## config.mk

```make
export PLATFORM = sky130hd
export DESIGN_NAME = sar_scan
export DESIGN_NICKNAME = d
export VERILOG_FILES = /design/src/rtl/sar_pkg.sv /design/src/rtl/sar_next_ch.sv /design/src/rtl/sar_scan.sv
export SDC_FILE = /design/constraint.sdc
export NUM_CORES = 1
export LEC_CHECK = 0
export ABC_AREA = 1
export BUFFER_PORTS_ARGS = -buffer_cell sky130_fd_sc_hd__buf_4
export CAP_MARGIN = 20
export CORE_MARGIN = 2
export CORE_UTILIZATION = 28
export DETAILED_ROUTE_END_ITERATION = 8
export PLACE_DENSITY_LB_ADDON = 0.25
export SYNTH_ARGS = -nofsm -noshare
export SYNTH_HDL_FRONTEND = slang
export SYNTH_SLANG_ARGS = --single-unit
```

## constraint.sdc

```tcl
create_clock -name clk_i -period 2.6 [get_ports clk_i]
set_input_delay 0.13 -clock clk_i [delete_from_list [all_inputs] [get_ports clk_i]]
set_output_delay 0.13 -clock clk_i [all_outputs]
set_load 0.1 [all_outputs]
```

## src/rtl/sar_pkg.sv

```systemverilog
// Shared types and helpers for the multi-channel SAR scan controller.
package sar_pkg;

  typedef enum logic [1:0] {
    StIdle,
    StSample,
    StConvert,
    StStore
  } sar_state_t;

  // Index width for n channels, never below one bit.
  function automatic int unsigned ch_w(input int unsigned n);
    return (n > 1) ? $clog2(n) : 1;
  endfunction

endpackage

```

## src/rtl/sar_next_ch.sv

```systemverilog
// Finds the next enabled channel above cur_i; wraps to the lowest enabled channel otherwise.
module sar_next_ch
  import sar_pkg::*;
#(
  parameter int unsigned CHANNELS = 4,
  localparam int unsigned CW = ch_w(CHANNELS)
) (
  input  logic [CHANNELS-1:0] mask_i,
  input  logic [CW-1:0]       cur_i,
  output logic [CW-1:0]       next_o,
  output logic                wrap_o
);

  always_comb begin
    next_o = '0;
    wrap_o = 1'b1;
    // Descending scans leave the lowest qualifying index as the final assignment.
    for (int i = CHANNELS - 1; i >= 0; i--) begin
      if (mask_i[i]) next_o = CW'(i);
    end
    for (int i = CHANNELS - 1; i >= 0; i--) begin
      if (mask_i[i] && (i > int'(cur_i))) begin
        next_o = CW'(i);
        wrap_o = 1'b0;
      end
    end
  end

endmodule

```

## src/rtl/sar_scan.sv

```systemverilog
// Multi-channel SAR ADC scan controller with tagged valid/ready results.
// Optional per-channel averaging is enabled by defining SAR_SCAN_AVG_EN.
module sar_scan
  import sar_pkg::*;
#(
  parameter int unsigned RESOLUTION = 8,
  parameter int unsigned CHANNELS   = 4,
  parameter int unsigned SETTLE_W   = 4,
  parameter int unsigned AVG_LOG2   = 2,
  localparam int unsigned CH_W = ch_w(CHANNELS)
) (
  input  logic                  clk_i,
  input  logic                  rst_ni,
  input  logic                  start_i,
  input  logic                  cont_i,
  input  logic [CHANNELS-1:0]   ch_en_i,
  input  logic [SETTLE_W-1:0]   settle_i,
  input  logic                  comp_i,
  output logic [RESOLUTION-1:0] dac_o,
  output logic [CH_W-1:0]       ch_sel_o,
  output logic                  sample_o,
  output logic                  busy_o,
  output logic                  valid_o,
  input  logic                  ready_i,
  output logic [RESOLUTION-1:0] data_o,
  output logic [CH_W-1:0]       ch_o,
  output logic                  overrun_o
);

  localparam logic [RESOLUTION-1:0] Msb = {1'b1, {(RESOLUTION - 1){1'b0}}};

  sar_state_t            state_q;
  logic [CHANNELS-1:0]   mask_q;
  logic [SETTLE_W-1:0]   settle_q;
  logic                  cont_q;
  logic [SETTLE_W-1:0]   cnt_q;
  logic [RESOLUTION-1:0] bit_q;
  logic [RESOLUTION-1:0] dac_q;
  logic [RESOLUTION-1:0] res_q;
  logic [CH_W-1:0]       ch_q;
  logic [RESOLUTION-1:0] data_q;
  logic [CH_W-1:0]       tag_q;
  logic                  valid_q;
  logic                  overrun_q;
  logic                  sample_q;

  logic [RESOLUTION-1:0] trial;
  logic [CHANNELS-1:0]   srch_mask;
  logic [CH_W-1:0]       srch_cur;
  logic [CH_W-1:0]       nxt_ch;
  logic                  nxt_wrap;
  logic                  settled;

  // Bit decision for the current trial: keep the trial bit only if input >= DAC.
  assign trial   = comp_i ? dac_q : (dac_q & ~bit_q);
  assign settled = (cnt_q == settle_q);

  // In idle the search starts above the top index, yielding the lowest enabled channel.
  assign srch_mask = (state_q == StIdle) ? ch_en_i : mask_q;
  assign srch_cur  = (state_q == StIdle) ? CH_W'(CHANNELS - 1) : ch_q;

  sar_next_ch #(
    .CHANNELS(CHANNELS)
  ) u_next_ch (
    .mask_i(srch_mask),
    .cur_i (srch_cur),
    .next_o(nxt_ch),
    .wrap_o(nxt_wrap)
  );

`ifdef SAR_SCAN_AVG_EN
  localparam int unsigned AccW = RESOLUTION + AVG_LOG2;
  localparam int unsigned PassW = (AVG_LOG2 > 0) ? AVG_LOG2 : 1;
  localparam logic [PassW-1:0] LastPass = PassW'((1 << AVG_LOG2) - 1);

  logic [AccW-1:0]  acc_q;
  logic [PassW-1:0] pass_q;
  logic [AccW-1:0]  acc_sum;

  assign acc_sum = acc_q + AccW'(trial);
`endif

  always_ff @(posedge clk_i or negedge rst_ni) begin
    if (!rst_ni) begin
      state_q   <= StIdle;
      mask_q    <= '0;
      settle_q  <= '0;
      cont_q    <= 1'b0;
      cnt_q     <= '0;
      bit_q     <= '0;
      dac_q     <= '0;
      res_q     <= '0;
      ch_q      <= '0;
      data_q    <= '0;
      tag_q     <= '0;
      valid_q   <= 1'b0;
      overrun_q <= 1'b0;
      sample_q  <= 1'b0;
`ifdef SAR_SCAN_AVG_EN
      acc_q     <= '0;
      pass_q    <= '0;
`endif
    end else begin
      overrun_q <= 1'b0;
      if (valid_q && ready_i) valid_q <= 1'b0;

      unique case (state_q)
        StIdle: begin
          if (start_i && (|ch_en_i)) begin
            mask_q   <= ch_en_i;
            settle_q <= settle_i;
            cont_q   <= cont_i;
            ch_q     <= nxt_ch;
            cnt_q    <= '0;
            sample_q <= 1'b1;
            state_q  <= StSample;
          end
        end

        StSample: begin
          if (settled) begin
            cnt_q    <= '0;
            sample_q <= 1'b0;
            bit_q    <= Msb;
            dac_q    <= Msb;
            state_q  <= StConvert;
          end else begin
            cnt_q <= cnt_q + 1'b1;
          end
        end

        StConvert: begin
          if (!settled) begin
            cnt_q <= cnt_q + 1'b1;
          end else if (!bit_q[0]) begin
            cnt_q <= '0;
            bit_q <= bit_q >> 1;
            dac_q <= trial | (bit_q >> 1);
          end else begin
            cnt_q <= '0;
            dac_q <= '0;
`ifdef SAR_SCAN_AVG_EN
            if (pass_q == LastPass) begin
              res_q   <= RESOLUTION'(acc_sum >> AVG_LOG2);
              acc_q   <= '0;
              pass_q  <= '0;
              state_q <= StStore;
            end else begin
              acc_q    <= acc_sum;
              pass_q   <= pass_q + 1'b1;
              sample_q <= 1'b1;
              state_q  <= StSample;
            end
`else
            res_q   <= trial;
            state_q <= StStore;
`endif
          end
        end

        StStore: begin
          data_q  <= res_q;
          tag_q   <= ch_q;
          valid_q <= 1'b1;
          // A simultaneous accept consumes the old result, so only an unread one overruns.
          if (valid_q && !ready_i) overrun_q <= 1'b1;
          if (nxt_wrap && !cont_q) begin
            ch_q    <= '0;
            state_q <= StIdle;
          end else begin
            ch_q     <= nxt_ch;
            cnt_q    <= '0;
            sample_q <= 1'b1;
            state_q  <= StSample;
          end
        end

        default: state_q <= StIdle;
      endcase
    end
  end

  assign dac_o     = dac_q;
  assign ch_sel_o  = ch_q;
  assign sample_o  = sample_q;
  assign busy_o    = (state_q != StIdle);
  assign valid_o   = valid_q;
  assign data_o    = data_q;
  assign ch_o      = tag_q;
  assign overrun_o = overrun_q;

endmodule

```

# After elaboration in Yosys (flattened, before gate mapping)
# Cells that the tools add are included.
dict set report totals {
  regBits 54
  latch_bits 0
  mem_bits_rw 0
  romBits 0
  input_bits 14
  out_inout_bits 24
  wordCells 98
  memories 0
}
dict set report classes {
  add_sub_neg 1
  mul 0
  div 0
  n_lt_le_gt_ge 3
  n_eq_ne 10
  shifts 0
  n_mux 41
  bitwise_logic 3
  reduce_logical 25
}
# op n
set op_table {}
lappend op_table {{2-to-1 mux 8 bit} 6}
lappend op_table {{case mux 8 bit (2 select lines)} 2}
lappend op_table {{2-to-1 mux 2 bit} 14}
lappend op_table {{2-to-1 mux 4 bit} 4}
lappend op_table {{case mux 4 bit (3 select lines)} 1}
lappend op_table {{AND reduction 4 bit} 3}
lappend op_table {{2-to-1 mux 1 bit} 11}
lappend op_table {{inequality test 2 bit, second input constant} 5}
lappend op_table {{AND 8 bit} 1}
lappend op_table {{inverter 8 bit} 1}
lappend op_table {{bitwise OR 8 x 7 -> 8 bit} 1}
lappend op_table {{case mux 2 bit (4 select lines)} 1}
lappend op_table {{nonzero test 2 bit} 4}
lappend op_table {{logical AND 1 bit} 7}
lappend op_table {{AND reduction 2 bit} 3}
lappend op_table {{AND reduction 3 bit} 2}
lappend op_table {{adder 4 x 1 -> 4 bit, second input constant} 1}
lappend op_table {{== test 2 bit, second input constant} 2}
lappend op_table {{== test 4 bit} 1}
lappend op_table {{> comparator 2 bit, first input constant} 2}
lappend op_table {{case mux 2 bit (2 select lines)} 1}
lappend op_table {{OR reduction 4 bit} 1}
lappend op_table {{case mux 1 bit (3 select lines)} 1}
lappend op_table {{nonzero test 3 bit} 1}
lappend op_table {{other kinds (6)} 7}

# Depth between registers and ports, before layout
dict set report logic_depth {
  ltp_word 11
  mapped_depth 13
  mapped_depth_nobuf 13
}

# Hierarchy
# Synthesis repeated with hierarchy kept, for this count alone.
dict set report hier_totals {
  hier_cells 354
  area_unflattened_um2 2706.3
}
# mod n_inst cells_each area_each_um2 seq_area_each_um2
set by_module_without_submodules {}
lappend by_module_without_submodules {sar_scan 1 333 2618.8 1351.3}
lappend by_module_without_submodules {sar_next_ch 1 21 87.6 0.0}

# Least setup slack after synthesis
# No wires, ideal clock.
dict set report synth_path {
  kind {reg2reg}
  from {register state_q[0]}
  to {register sample_q (netlist: sample_o)}
  setup_time_ns 0.122
  t_arrival_ns 2.023
  required_ns 2.478
  slack_ns 0.454
  stages_incl_launch_ff 13
  path_buffers 0
  period_less_slack_ns 2.146
  path_cell_list {dfrtp_1 -> inv_1 -> ha_1 -> inv_1 -> nand2_1 -> nand2_1 -> nand3_1 -> nand2_1 -> nand2_1 -> nand2_1 -> nand2_1 -> nand2_1 -> nand2_1}
}
dict set report synth_between {
  elab_chain_cells 10
  word_cells_on_any_way 21
  cone_classes {order compare (3); eq/ne (5); mux (6); reduce/logical (7)}
}
# item line_no
set synth_rtl {}
lappend synth_rtl {{start: declaration} sar_scan.sv:32} ;# sar_state_t state_q;
lappend synth_rtl {{start signal: assignment} sar_scan.sv:85} ;# state_q <= StIdle;
lappend synth_rtl {{start signal: assignment} sar_scan.sv:116} ;# state_q <= StSample;
lappend synth_rtl {{start signal: assignment} sar_scan.sv:126} ;# state_q <= StConvert;
lappend synth_rtl {{logical NOT 2 bit} {sar_scan.sv:59, sar_scan.sv:60, sar_scan.sv:107}}
lappend synth_rtl {{2-to-1 mux 2 bit} sar_scan.sv:60} ;# assign srch_cur = (state_q == StIdle) ? CH_W'(CHANNELS - 1) : ch_q;
lappend synth_rtl {{> comparator 2 bit} sar_next_ch.sv:22} ;# if (mask_i[i] && (i > int'(cur_i))) begin
lappend synth_rtl {{logical AND 1 bit} sar_next_ch.sv:22}
lappend synth_rtl {{2-to-1 mux 1 bit (3 in series)} sar_next_ch.sv:22}
lappend synth_rtl {{logical AND 1 bit} sar_scan.sv:167} ;# if (nxt_wrap && !cont_q) begin
lappend synth_rtl {{inequality test 2 bit (no line)} -}
lappend synth_rtl {{AND reduction 4 bit (no line)} -}
lappend synth_rtl {{end signal: assignment} sar_scan.sv:98} ;# sample_q <= 1'b0;
lappend synth_rtl {{end signal: assignment} sar_scan.sv:115} ;# sample_q <= 1'b1;
lappend synth_rtl {{end signal: assignment} sar_scan.sv:173} ;# sample_q <= 1'b1;
lappend synth_rtl {{end: declaration} sar_scan.sv:45} ;# logic sample_q;
# Several ways; a longest one is shown, not always the timed one.
# A chain may end at the register's enable or synchronous reset.

# Worst setup path after layout
dict set report layout_path {
  from {register state_q[0]}
  to {register cnt_q[0]}
}
dict set report layout_between {
  elab_chain_cells 10
  word_cells_on_any_way 21
  cone_classes {order compare (3); eq/ne (5); mux (6); reduce/logical (7)}
}
# item line_no
set layout_rtl {}
lappend layout_rtl {{logical NOT 2 bit} {sar_scan.sv:59, sar_scan.sv:60, sar_scan.sv:107}}
lappend layout_rtl {{2-to-1 mux 2 bit} sar_scan.sv:60}
lappend layout_rtl {{> comparator 2 bit} sar_next_ch.sv:22}
lappend layout_rtl {{logical AND 1 bit} sar_next_ch.sv:22}
lappend layout_rtl {{2-to-1 mux 1 bit (3 in series)} sar_next_ch.sv:22}
lappend layout_rtl {{logical AND 1 bit} sar_scan.sv:167}
lappend layout_rtl {{inequality test 2 bit (no line)} -}
lappend layout_rtl {{AND reduction 2 bit (no line)} -}
lappend layout_rtl {{end signal: assignment} sar_scan.sv:128} ;# cnt_q <= cnt_q + 1'b1;
lappend layout_rtl {{end signal: assignment} sar_scan.sv:134} ;# cnt_q <= cnt_q + 1'b1;
lappend layout_rtl {{end: declaration} sar_scan.sv:36} ;# logic [SETTLE_W-1:0] cnt_q;
# Several ways; a longest one is shown, not always the timed one.

==> impl_metrics.sql <==
INSERT INTO impl_metrics (metric_group, metric, value, unit) VALUES
('floorplan', 'die-height', '100.7', 'um'),
('sta', 'max_slew_margin', '0.5282', ''),
('clock_tree', 'cts_inserted_buffers', '5', ''),
('global_routing', 'grt-ovfl-total', '0', ''),
('worst_setup_path', 'critical_path_arrival', '2.26', 'ns'),
('worst_setup_path', 'cp-endpoint', 'cnt_q[0]', ''),
('layout', 'syn2layout_area_growth', '18.88', '%'),
('worst_setup_path', 'critPathLaunch', 'state_q[0]', ''),
('synth', 'synth-edff-count', '0', ''),
('drt', 'drt-pass1-iter-count', '4', ''),
('place', 'gpl.final_weighted_congestion', '0.8266', ''),
('drt', 'routed_wl', '5559', 'um'),
('global_routing', 'grt_start_max_net_pins', '55', ''),
('place', 'placed_cells', '468', ''),
('floorplan', 'core-area', '9153', 'sq um'),
('floorplan', 'dieWidth', '100.7', 'um'),
('synth', 'synth_top_area_share', '0.5163', ''),
('worst_setup_path', 'worstReg2RegEnd', 'cnt_q[0]', ''),
('synth', 'mappedNetlistNets', '345', ''),
('clock_tree', 'cts_buffer_depth', '2', ''),
('synth', 'synthCells', '326', ''),
('sta', 'finClkSkew', '0.01095', 'ns'),
('floorplan', 'floorplan.die_area', '10140', 'sq um'),
('sta', 'final-setup-viol-count', '0', ''),
('floorplan', 'placementRows', '35', ''),
('sta', 'hold_viol', '0', ''),
('sta', 'grt_setup_unrepaired', 'no', ''),
('worst_setup_path', 'timing.setup.critical_path_class', 'reg -> reg', ''),
('synth', 'postSynth.topFlopCell', 'sky130_fd_sc_hd__dfrtp_1', ''),
('drt', 'post_drt_wl_per_cell', '11.63', 'um'),
('clock_tree', 'cts_max_level', '2', ''),
('synth', 'post_synthesis_instance_area', '2618', 'sq um'),
('worst_hold_path', 'holdCritPathClass', 'in -> reg', ''),
('synth', 'synth_largest_area_cell', 'sky130_fd_sc_hd__dfrtp_1', ''),
('layout', 'finalNetCount', '385', ''),
('synth', 'ys_ff_latch', '54', ''),
('layout', 'layout.cells.most_common', 'sky130_fd_sc_hd__nand2_1', ''),
('sta', 'report.final.slew_viol_count', '0', ''),
('global_routing', 'vias_in_the_first_global_route', '2186', ''),
('sta', 'fmax', '488.2', 'MHz'),
('worst_setup_path', 'worst_r2r_path_depth', '11', ''),
('sta', 'final_period_minus_worst_setup_slack', '2.048', 'ns'),
('synth', 'async_flop_share', '1.000', ''),
('worst_setup_path', 'critPathCaptureType', 'register', ''),
('synth', 'synth_seq_area_share', '0.5163', ''),
('layout', 'mostFrequentLayoutCells', 'sky130_fd_sc_hd__nand2_1 (128), sky130_fd_sc_hd__dfrtp_1 (54), sky130_fd_sc_hd__buf_4 (37)', ''),
('layout', 'antenna_cells_inserted', '0', ''),
('sta', 'worstMarginPinSlew', '0.7077', 'ns'),
('worst_setup_path', 'timing.critical_path.from_type', 'register', ''),
('layout', 'fin_cells', '478', ''),
('synth', 'yosysUniqueCellTypes', '25', ''),
('floorplan', 'start_util', '0.2860', ''),
('worst_setup_path', 'worstPathMaxFanout', '12', ''),
('synth', 'synth.area.top_cells', 'sky130_fd_sc_hd__dfrtp_1 (52%), sky130_fd_sc_hd__nand2_1 (18%), sky130_fd_sc_hd__o21ai_0 (4.4%), sky130_fd_sc_hd__inv_1 (4.0%), sky130_fd_sc_hd__nand3_1 (3.4%)', ''),
('synth', 'avgSynthCellArea', '8.029', 'sq um'),
('drt', 'via_count', '2119', ''),
('layout', 'layout-drive-gt1-share', '0.1771', ''),
('sta', 'final_min_period_over_clock_period', '0.7878', ''),
('global_routing', 'initial_antenna_violation_count', '0', ''),
('synth', 'yosysWarnings', '0', ''),
('place', 'port_buffers', '37', ''),
('clock_tree', 'cts.root.buffer_cell', 'sky130_fd_sc_hd__clkbuf_8', ''),
('status', 'run_status', 'complete, no violations', ''),
('drt', 'routed_via_density', '4.433', ''),
('drt', 'drc_errors', '0', ''),
('global_routing', 'grt_usage', '0.1227', ''),
('worst_setup_path', 'timing.critical_path.required', '2.81', 'ns'),
('drt', 'ant_nets', '0', ''),
('clock_tree', 'postCtsSetupBuffers', '0', ''),
('clock_tree', 'cts_tree', 'built', ''),
('worst_setup_path', 'reg2reg_setup_slack', '0.55', 'ns'),
('worst_hold_path', 'whs_path_depth', '2', ''),
('worst_setup_path', 'worst_r2r_src', 'state_q[0]', ''),
('place', 'final_hpwl_dp', '4026', 'um'),
('floorplan', 'floorplan.io_pins', '38', ''),
('clock_tree', 'numClockSinks', '54', ''),
('clock_tree', 'worst_setup_hold_path_clk_slew', '0.10', 'ns'),
('global_routing', 'grt_first_pass_wirelength', '10060', 'um'),
('clock_tree', 'clk-insertion-delay-late', '0.31', 'ns'),
('job', 'max-cap-violations', '0', ''),
('sta', 'final.setup.tns', '0', 'ns'),
('drt', 'drt_first_iter_violations', '52', '');
[synth_stat cells (2+ instances only)]
master	instances
sky130_fd_sc_hd__nand2_1	128
sky130_fd_sc_hd__dfrtp_1	54
sky130_fd_sc_hd__inv_1	28
sky130_fd_sc_hd__o21ai_0	23
sky130_fd_sc_hd__nand3_1	18
sky130_fd_sc_hd__nor2_1	17
sky130_fd_sc_hd__o21ai_1	9
sky130_fd_sc_hd__a21boi_0	6
sky130_fd_sc_hd__a21oi_1	5
sky130_fd_sc_hd__ha_1	5
sky130_fd_sc_hd__nand2_2	5
sky130_fd_sc_hd__inv_2	4
sky130_fd_sc_hd__nor2_2	4
sky130_fd_sc_hd__clkbuf_1	3
sky130_fd_sc_hd__buf_6	2
sky130_fd_sc_hd__mux2_2	2
sky130_fd_sc_hd__nand4_1	2
sky130_fd_sc_hd__nor3_1	2
sky130_fd_sc_hd__o21ai_2	2
sky130_fd_sc_hd__xor2_1	2
[flip-flops by register name, summed over array words and instances (netlist names)]
register   flops
bit_q          8
ch_o           2
ch_sel_o       2
cnt_q          4
cont_q         1
dac_o          8
data_o         8
mask_q         4
overrun_o      1
res_q          8
sample_o       1
settle_q       4
state_q        2
valid_o        1
[per-stage QoR]
step / setup WS (ns) / utilization / hold slack [ns] / instance area, sq um
after floorplan: 0.4545 / - / -0.1656 / 2618
after global placement: 0.6761 / 0.3270 / 0.2348 / 2993
after detailed placement: 0.5821 / 0.3270 / 0.2324 / 2993
after CTS: 0.5530 / 0.3400 / 0.03974 / 3112
after global routing: 0.3154 / 0.3400 / 0.04765 / 3112
final: 0.5516 / 0.3400 / 0.04411 / 3112
[routing by layer]
metal | share of wire | routed length (um) | global-route usage
met1 | 0.50 | 2753 | 0.1619
met4 | 0.012 | 69 | 0.03477
met3 | 0.038 | 212 | 0.02774
met5 | 0 | 0 | 0
met2 | 0.45 | 2523 | 0.2021
[final cells by class]
type                    count  area (sq um)
flip-flops and latches     54          1351
repair buffers             39         297.8
clock inverters             2         16.27
multi-input cells         234          1105
inverters                  32         120.1
clock buffers               6         82.58
fillers                   979          6041
well taps                 111         138.9
[critical path: stages, from the launching register on]
cell,delay [ns]
sky130_fd_sc_hd__dfrtp_1,0.44
sky130_fd_sc_hd__inv_1,0.12
sky130_fd_sc_hd__ha_1,0.38
sky130_fd_sc_hd__inv_1,0.19
sky130_fd_sc_hd__nand3_1,0.14
sky130_fd_sc_hd__nand2_1,0.07
sky130_fd_sc_hd__nor2_1,0.12
sky130_fd_sc_hd__nand3_1,0.12
sky130_fd_sc_hd__nand2_2,0.16
sky130_fd_sc_hd__inv_1,0.08
sky130_fd_sc_hd__nand3_1,0.08
sky130_fd_sc_hd__nand2_1,0.05
[logic make-up (layout without fill, tap and decap cells)]
family / after synthesis / after routing / share of synthesized area
adders and majority gates: 5 / 5 / 0.02390
buffers and inverters: 38 / 79 / 0.06166
and+or+nand+nor: 178 / 178 / 0.2792
AOI/OAI and AO/OA: 47 / 47 / 0.1037
DFF: 54 / 54 / 0.5163
muxes: 2 / 2 / 0.008604
xor gates and xnor gates: 2 / 2 / 0.006693
[worst min-delay path by stage]
stage	from	endpoint	slack [ns]
after floorplan	rst_ni	bit_q[0]	-0.17
after global placement	rst_ni	settle_q[1]	0.23
after detailed placement	rst_ni	settle_q[3]	0.23
after CTS	settle_i[3]	settle_q[3]	0.04
after global routing	cont_i	cont_q	0.05
final	settle_i[3]	settle_q[3]	0.04
[what timing repair did]
action                                 in CTS  in global routing
gates resized for setup                     0                  0
hold buffers                                2                  0
endpoints found under the hold margin      55                  0
Power is not shown: default switching activity piles up to over one toggle a cycle in this logic, so the estimate is an artifact.
